--- config.mk ---
export PLATFORM = sky130hd
export DESIGN_NAME = encdec_mac_accum
export DESIGN_NICKNAME = d
export VERILOG_FILES = /design/src/rtl/encdec_mac_accum.sv
export SDC_FILE = /design/constraint.sdc
export NUM_CORES = 1
export LEC_CHECK = 0
export CAP_MARGIN = 40
export CORE_ASPECT_RATIO = 1.2
export CORE_MARGIN = 3
export CORE_UTILIZATION = 49
export DETAILED_ROUTE_END_ITERATION = 6
export PLACE_DENSITY = 0.77
export SLEW_MARGIN = 20
export SYNTH_ARGS = -nofsm -noshare
export SYNTH_HDL_FRONTEND = slang
export SYNTH_SLANG_ARGS = --single-unit
--- constraint.sdc ---
create_clock -name ap_clk -period 3 [get_ports ap_clk]
set_input_delay 0.3 -clock ap_clk [delete_from_list [all_inputs] [get_ports ap_clk]]
set_output_delay 0.3 -clock ap_clk [all_outputs]
set_load 0.02 [all_outputs]
--- src/rtl/encdec_mac_accum.sv ---
// Frame accumulator for the encdec multiplier stream: sums FRAME_LEN products, one result per frame.
// Define ENCDEC_ACC_SAT_EN to saturate the sum to all-ones on overflow instead of wrapping.
module encdec_mac_accum #(
    parameter int PROD_W    = 32,
    parameter int ACC_W     = 40,
    parameter int FRAME_LEN = 16,
    parameter int CNT_W     = 8
) (
    input  logic              ap_clk,
    input  logic              ap_rst,
    input  logic [PROD_W-1:0] prod_dat,
    input  logic              prod_vld,
    output logic              prod_rdy,
    input  logic              clr,
    output logic [ACC_W-1:0]  acc_dat,
    output logic              acc_vld,
    input  logic              acc_rdy,
    output logic              acc_ovf
);

    if (FRAME_LEN < 1 || FRAME_LEN > (1 << CNT_W) || ACC_W < PROD_W) begin : g_param_err
        $error("encdec_mac_accum: illegal FRAME_LEN/CNT_W/ACC_W combination");
    end

    localparam logic [CNT_W-1:0] LAST = CNT_W'(FRAME_LEN - 1);

    typedef enum logic {ACCUM, HOLD} state_t;

    state_t             state_q, state_d;
    logic [ACC_W-1:0]   acc_q, acc_d;
    logic [CNT_W-1:0]   cnt_q, cnt_d;
    logic               ovf_q, ovf_d;
    logic [ACC_W-1:0]   dat_q, dat_d;
    logic               vld_q, vld_d;
    logic               aovf_q, aovf_d;

    logic [ACC_W:0]     sum;
    logic               carry;
    logic [ACC_W-1:0]   sum_val;

    assign sum   = {1'b0, acc_q} + {{(ACC_W + 1 - PROD_W){1'b0}}, prod_dat};
    assign carry = sum[ACC_W];

`ifdef ENCDEC_ACC_SAT_EN
    // Once the frame has overflowed, the running sum is pinned at all-ones.
    assign sum_val = (ovf_q | carry) ? '1 : sum[ACC_W-1:0];
`else
    assign sum_val = sum[ACC_W-1:0];
`endif

    assign prod_rdy = (state_q == ACCUM) & ~clr;
    assign acc_dat  = dat_q;
    assign acc_vld  = vld_q;
    assign acc_ovf  = aovf_q;

    always_comb begin
        state_d = state_q;
        acc_d   = acc_q;
        cnt_d   = cnt_q;
        ovf_d   = ovf_q;
        dat_d   = dat_q;
        vld_d   = vld_q;
        aovf_d  = aovf_q;
        case (state_q)
            ACCUM: begin
                if (clr) begin
                    acc_d = '0;
                    cnt_d = '0;
                    ovf_d = 1'b0;
                end else if (prod_vld) begin
                    if (cnt_q == LAST) begin
                        dat_d   = sum_val;
                        aovf_d  = ovf_q | carry;
                        vld_d   = 1'b1;
                        acc_d   = '0;
                        cnt_d   = '0;
                        ovf_d   = 1'b0;
                        state_d = HOLD;
                    end else begin
                        acc_d = sum_val;
                        cnt_d = cnt_q + CNT_W'(1);
                        ovf_d = ovf_q | carry;
                    end
                end
            end
            HOLD: begin
                // clr is deliberately ignored here so a finished result is never lost.
                if (acc_rdy) begin
                    vld_d   = 1'b0;
                    state_d = ACCUM;
                end
            end
            default: state_d = ACCUM;
        endcase
    end

    always_ff @(posedge ap_clk) begin
        if (ap_rst) begin
            state_q <= ACCUM;
            acc_q   <= '0;
            cnt_q   <= '0;
            ovf_q   <= 1'b0;
            dat_q   <= '0;
            vld_q   <= 1'b0;
            aovf_q  <= 1'b0;
        end else begin
            state_q <= state_d;
            acc_q   <= acc_d;
            cnt_q   <= cnt_d;
            ovf_q   <= ovf_d;
            dat_q   <= dat_d;
            vld_q   <= vld_d;
            aovf_q  <= aovf_d;
        end
    end

endmodule
==> results.txt <==
----------------------------------------------------
[Run status]
  Outcome ... complete, no violations

[Clock tree]
  CTS tree ... built
  Clock Path Buffers ... 2
  Root buffer cell ... sky130_fd_sc_hd__clkbuf_16
  Number of hold buffers added after cts ... 0
  Number of CTS-inserted buffers ... 9
  Later-pin clock latency in the skew report ... 0.35 ns
  H-Tree Level Count ... 3
  CTS sink cnt ... 92
  Post-CTS clock slew at the launch and capture registers of the worst setup and hold paths ... 0.06 ns

[Synth]
  Most instantiated flip-flop cell in the synthesis netlist ... sky130_fd_sc_hd__dfxtp_1
  Total standard cell area after synthesis ... 5150 um^2
  Post-synthesis cell type count ... 62
  Synth async-reset ratio ... 0%
  Count of yosys warnings during synthesis ... 0
  Main area contributors after synthesis ... sky130_fd_sc_hd__dfxtp_1 36%, sky130_fd_sc_hd__ha_1 8.0%, sky130_fd_sc_hd__nand2_1 6.8%, sky130_fd_sc_hd__a21oi_1 6.3%, sky130_fd_sc_hd__nor2_1 4.4%
  Most numerous cell types in the synthesized netlist ... 93 x sky130_fd_sc_hd__nand2_1, 92 x sky130_fd_sc_hd__dfxtp_1, 65 x sky130_fd_sc_hd__a21oi_1, 61 x sky130_fd_sc_hd__nor2_1, 33 x sky130_fd_sc_hd__ha_1
  Most used standard cell by instance count after synthesis ... sky130_fd_sc_hd__nand2_1
  Share of synthesized area occupied by flip-flops and latches ... 35.7%
  Largest area contributor in the netlist ... sky130_fd_sc_hd__dfxtp_1
  Count of state elements after synthesis ... 92
  Nets in the synthesized netlist ... 706
  Post-synth EDFFs ... 0
  Number of standard cells after synthesis ... 635
  Area share of the largest cell type after synthesis ... 35.7%
  Post-Syn Area per Cell ... 8.11 um^2

[STA]
  Minimum period implied by the final worst setup slack ... 2.95 ns
  Upper clock frequency limit ... 0.339 GHz
  Clock skew after layout ... 0.00717 ns
  Period utilization ... 98.3%
  Final setup margin ... 0.0510 ns
  Hold Slack ... 0.432 ns
  Total Negative Setup Slacks ... 0 ns
  Slew Viols, Final ... 0
  Transition time at the pin with the least slew margin ... 0.768 ns
  Hold violation count in the final report ... 0
  Setup Viol. Count Final ... 0
  Max-Slew Margin vs Limit ... 48.6%

[Worst setup path]
  FF-to-FF setup slack ... 0.05 ns
  Crit path required time ... 3.29 ns
  Sort of element at the end of the critical path ... register
  WP data arrival ... 3.24 ns
  Critical Path Source Type ... register
  Category of the most critical setup path ... register to register
  Worst-path fanout max ... 2

[Die]
  Overall die width ... 99.6 um
  Num ports ... 80
  Floorplan die height ... 118 um
  Die Outline Area ... 11,800 um^2
  Number of rows in the core area ... 40
  Area of the core ... 10,200 um^2
  Initial cell density of the core ... 50.7%

[Place]
  Count of buffers from port buffering ... 79
  Minimum setup slack after placement ... -0.658 ns
  Cell Area, Placed ... 6570 um^2
  Placed wire-length estimate after detailed placement ... 10.7 mm
  Final weighted congestion in routability-driven placement ... 0.954

[Global routing]
  First-pass GRT wire length ... 24.7 mm
  Congestion Overflow GR ... 0
  Pin count of the biggest net entering global routing ... 46
  Global router's overall resource usage ... 25.5%
  Via count of the first global-routing pass ... 5,331
  Number of antenna violations at the first check in global routing ... 0

[Power and ir drop]
  NetSw ... 0.773 mW
  Share of power burned in the clock network ... 38.1%
  Power Density ... 410 nW/um^2
  Sequential group share of total power ... 43.3%
  Worst ir drop on vdd ... 0.000273 V
  Power, Total ... 2.91 mW
  Switching power as a share of total power ... 26.6%
  Leakage power ... 2.75 nW
  Cell Int Power ... 2.13 mW
  Share of power burned in combinational logic ... 18.7%

[Detailed routing]
  Number of vias per cell after detailed routing ... 5.99
  Highest routed layer ... met4
  Antenna violation net count after detailed routing ... 0
  Remaining routing DRC violations ... 0
  Overall routed net length ... 15.6 mm
  Total length of routed met3 wires ... 921 um
  Amount of wire on met2 after detailed routing ... 7.91 mm
  Initial DRC count ... 303
  Vias ... 5,484
  DR WL/cell ... 17.0 um
  WL met1 ... 6.19 mm
  Number of detailed-route iterations in the first pass ... 5

[Finish]
  Number of nets in the finished design ... 858
  Post-route standard cell area excluding fillers ... 7090 um^2
  Count of fill cells added during filler insertion ... 782
  Area of the multi-input gates ... 3270 um^2
  Fraction of final layout cells sized beyond drive strength 1 ... 18.4%
  Register area ... 1840 um^2
  Area growth from synthesis to layout ... 37.5%
  Number of antenna cells inserted ... 0

[Run]
  Number of violations of the max-capacitance limit ... 0

[Worst hold path]
  Path class of the lowest-slack min-delay path ... input pin to register

----------------------------------------------------
[flip-flops by register name, summed over array words and instances, names as in the netlist]
register  cells
acc_ovf       1
ovf_q         1
acc_q        40
acc_vld       1
state_q       1
cnt_q         8
acc_dat      40
[through the flow]
stage                     instances  utilization, %
final                           916            69.8
after global routing            916            69.8
after CTS                       914            69.0
after detailed placement        887            64.7
after global placement          887            64.7
after floorplan                 635               -
[layout by cell type, fill, tap and decap left out, types with 4 or more instances in the layout]
master,count
sky130_fd_sc_hd__nor2_1,60
sky130_fd_sc_hd__o211ai_1,5
sky130_fd_sc_hd__a22oi_1,15
sky130_fd_sc_hd__clkdlybuf4s50_1,74
sky130_fd_sc_hd__inv_1,12
sky130_fd_sc_hd__a21oi_1,63
sky130_fd_sc_hd__nor2b_1,4
sky130_fd_sc_hd__xnor2_1,18
sky130_fd_sc_hd__a31oi_1,4
sky130_fd_sc_hd__ha_4,4
sky130_fd_sc_hd__ha_1,27
sky130_fd_sc_hd__o31ai_1,5
sky130_fd_sc_hd__nand3_1,18
sky130_fd_sc_hd__nor3_1,10
sky130_fd_sc_hd__o21a_1,5
sky130_fd_sc_hd__or2_2,6
sky130_fd_sc_hd__a21o_1,7
sky130_fd_sc_hd__xor2_1,20
sky130_fd_sc_hd__a22o_1,9
sky130_fd_sc_hd__dfxtp_1,90
sky130_fd_sc_hd__o21ai_0,24
sky130_fd_sc_hd__a211oi_1,10
sky130_fd_sc_hd__o21ai_1,7
sky130_fd_sc_hd__clkbuf_16,9
sky130_fd_sc_hd__or3_1,8
sky130_fd_sc_hd__buf_4,91
sky130_fd_sc_hd__or4_1,5
sky130_fd_sc_hd__nand2_1,93
sky130_fd_sc_hd__nand4_1,10
[worst paths after layout]
check | startpoint | to | cells past startpoint
setup reg to reg | acc_q[0]$_SDFFE_PP0P_ | acc_dat[10]$_SDFFE_PP0P_ | 16
hold reg to reg | acc_dat[29]$_SDFFE_PP0P_ | acc_dat[29]$_SDFFE_PP0P_ | 2
setup / recovery | acc_q[0]$_SDFFE_PP0P_ | acc_dat[10]$_SDFFE_PP0P_ | 16
hold / removal | ap_rst | acc_dat[29]$_SDFFE_PP0P_ | 2
[critical path, stage by stage (launching register included)]
cell and delay, ns:
sky130_fd_sc_hd__dfxtp_2 0.35, sky130_fd_sc_hd__ha_4 0.14, sky130_fd_sc_hd__inv_2 0.03, sky130_fd_sc_hd__fa_2 0.36
sky130_fd_sc_hd__nor2b_4 0.17, sky130_fd_sc_hd__o21bai_4 0.09, sky130_fd_sc_hd__buf_4 0.14, sky130_fd_sc_hd__buf_4 0.12
sky130_fd_sc_hd__buf_4 0.12, sky130_fd_sc_hd__buf_4 0.13, sky130_fd_sc_hd__a21oi_1 0.23, sky130_fd_sc_hd__o21ai_1 0.14
sky130_fd_sc_hd__a21boi_2 0.18, sky130_fd_sc_hd__o21a_1 0.14, sky130_fd_sc_hd__nor2_1 0.06, sky130_fd_sc_hd__or4_1 0.40
sky130_fd_sc_hd__nand3_1 0.08
[cell type report]
type | instances | area share (%)
multi-input combinational | 499 | 46.2
tap | 126 | 2.22
clock inverter | 4 | 0.742
clock buffer | 10 | 3.23
timing repair buffer | 171 | 20.9
inverter | 14 | 0.742
sequential | 92 | 26.0
[cells by family after synthesis]
kind of cell | Yosys count | synth area share (%)
AND/OR/NAND/NOR | 235 | 21.0
AO/OA/AOI/OAI | 190 | 24.8
flip-flops | 92 | 35.7
buffers and inverters | 44 | 3.21
XOR/XNOR | 38 | 6.46
adder cells (fa/ha/maj) | 34 | 8.40
multiplexers | 2 | 0.413
[per-layer routing]
layer,up-vias,GRT usage [%]
met5,-,0
met4,0,11.9
met3,47,3.48
met2,238,44.4
met1,2604,30.7
li1,2595,-
[power by group through the flow]
| stage | Clock [mW] | Sequential, mW | Combinational [mW] |
|---|---|---|---|
| 2_1_floorplan | 0 | 1.28 | 0.285 |
| 3_3_place_gp | 0 | 1.28 | 0.484 |
| 3_5_place_dp | 0 | 1.28 | 0.497 |
| 4_1_cts | 1.12 | 1.26 | 0.518 |
| 5_1_grt | 1.17 | 1.26 | 0.584 |
| 6_report | 1.11 | 1.26 | 0.543 |
[repair_timing]
action / CTS / global route
setup endpoints to repair: 18 / 19
pin swaps: 19 / 13
buffers inserted: 14 / 2
gates resized for setup: 21 / 17
Note: power is estimated with default switching activity, not from simulation.
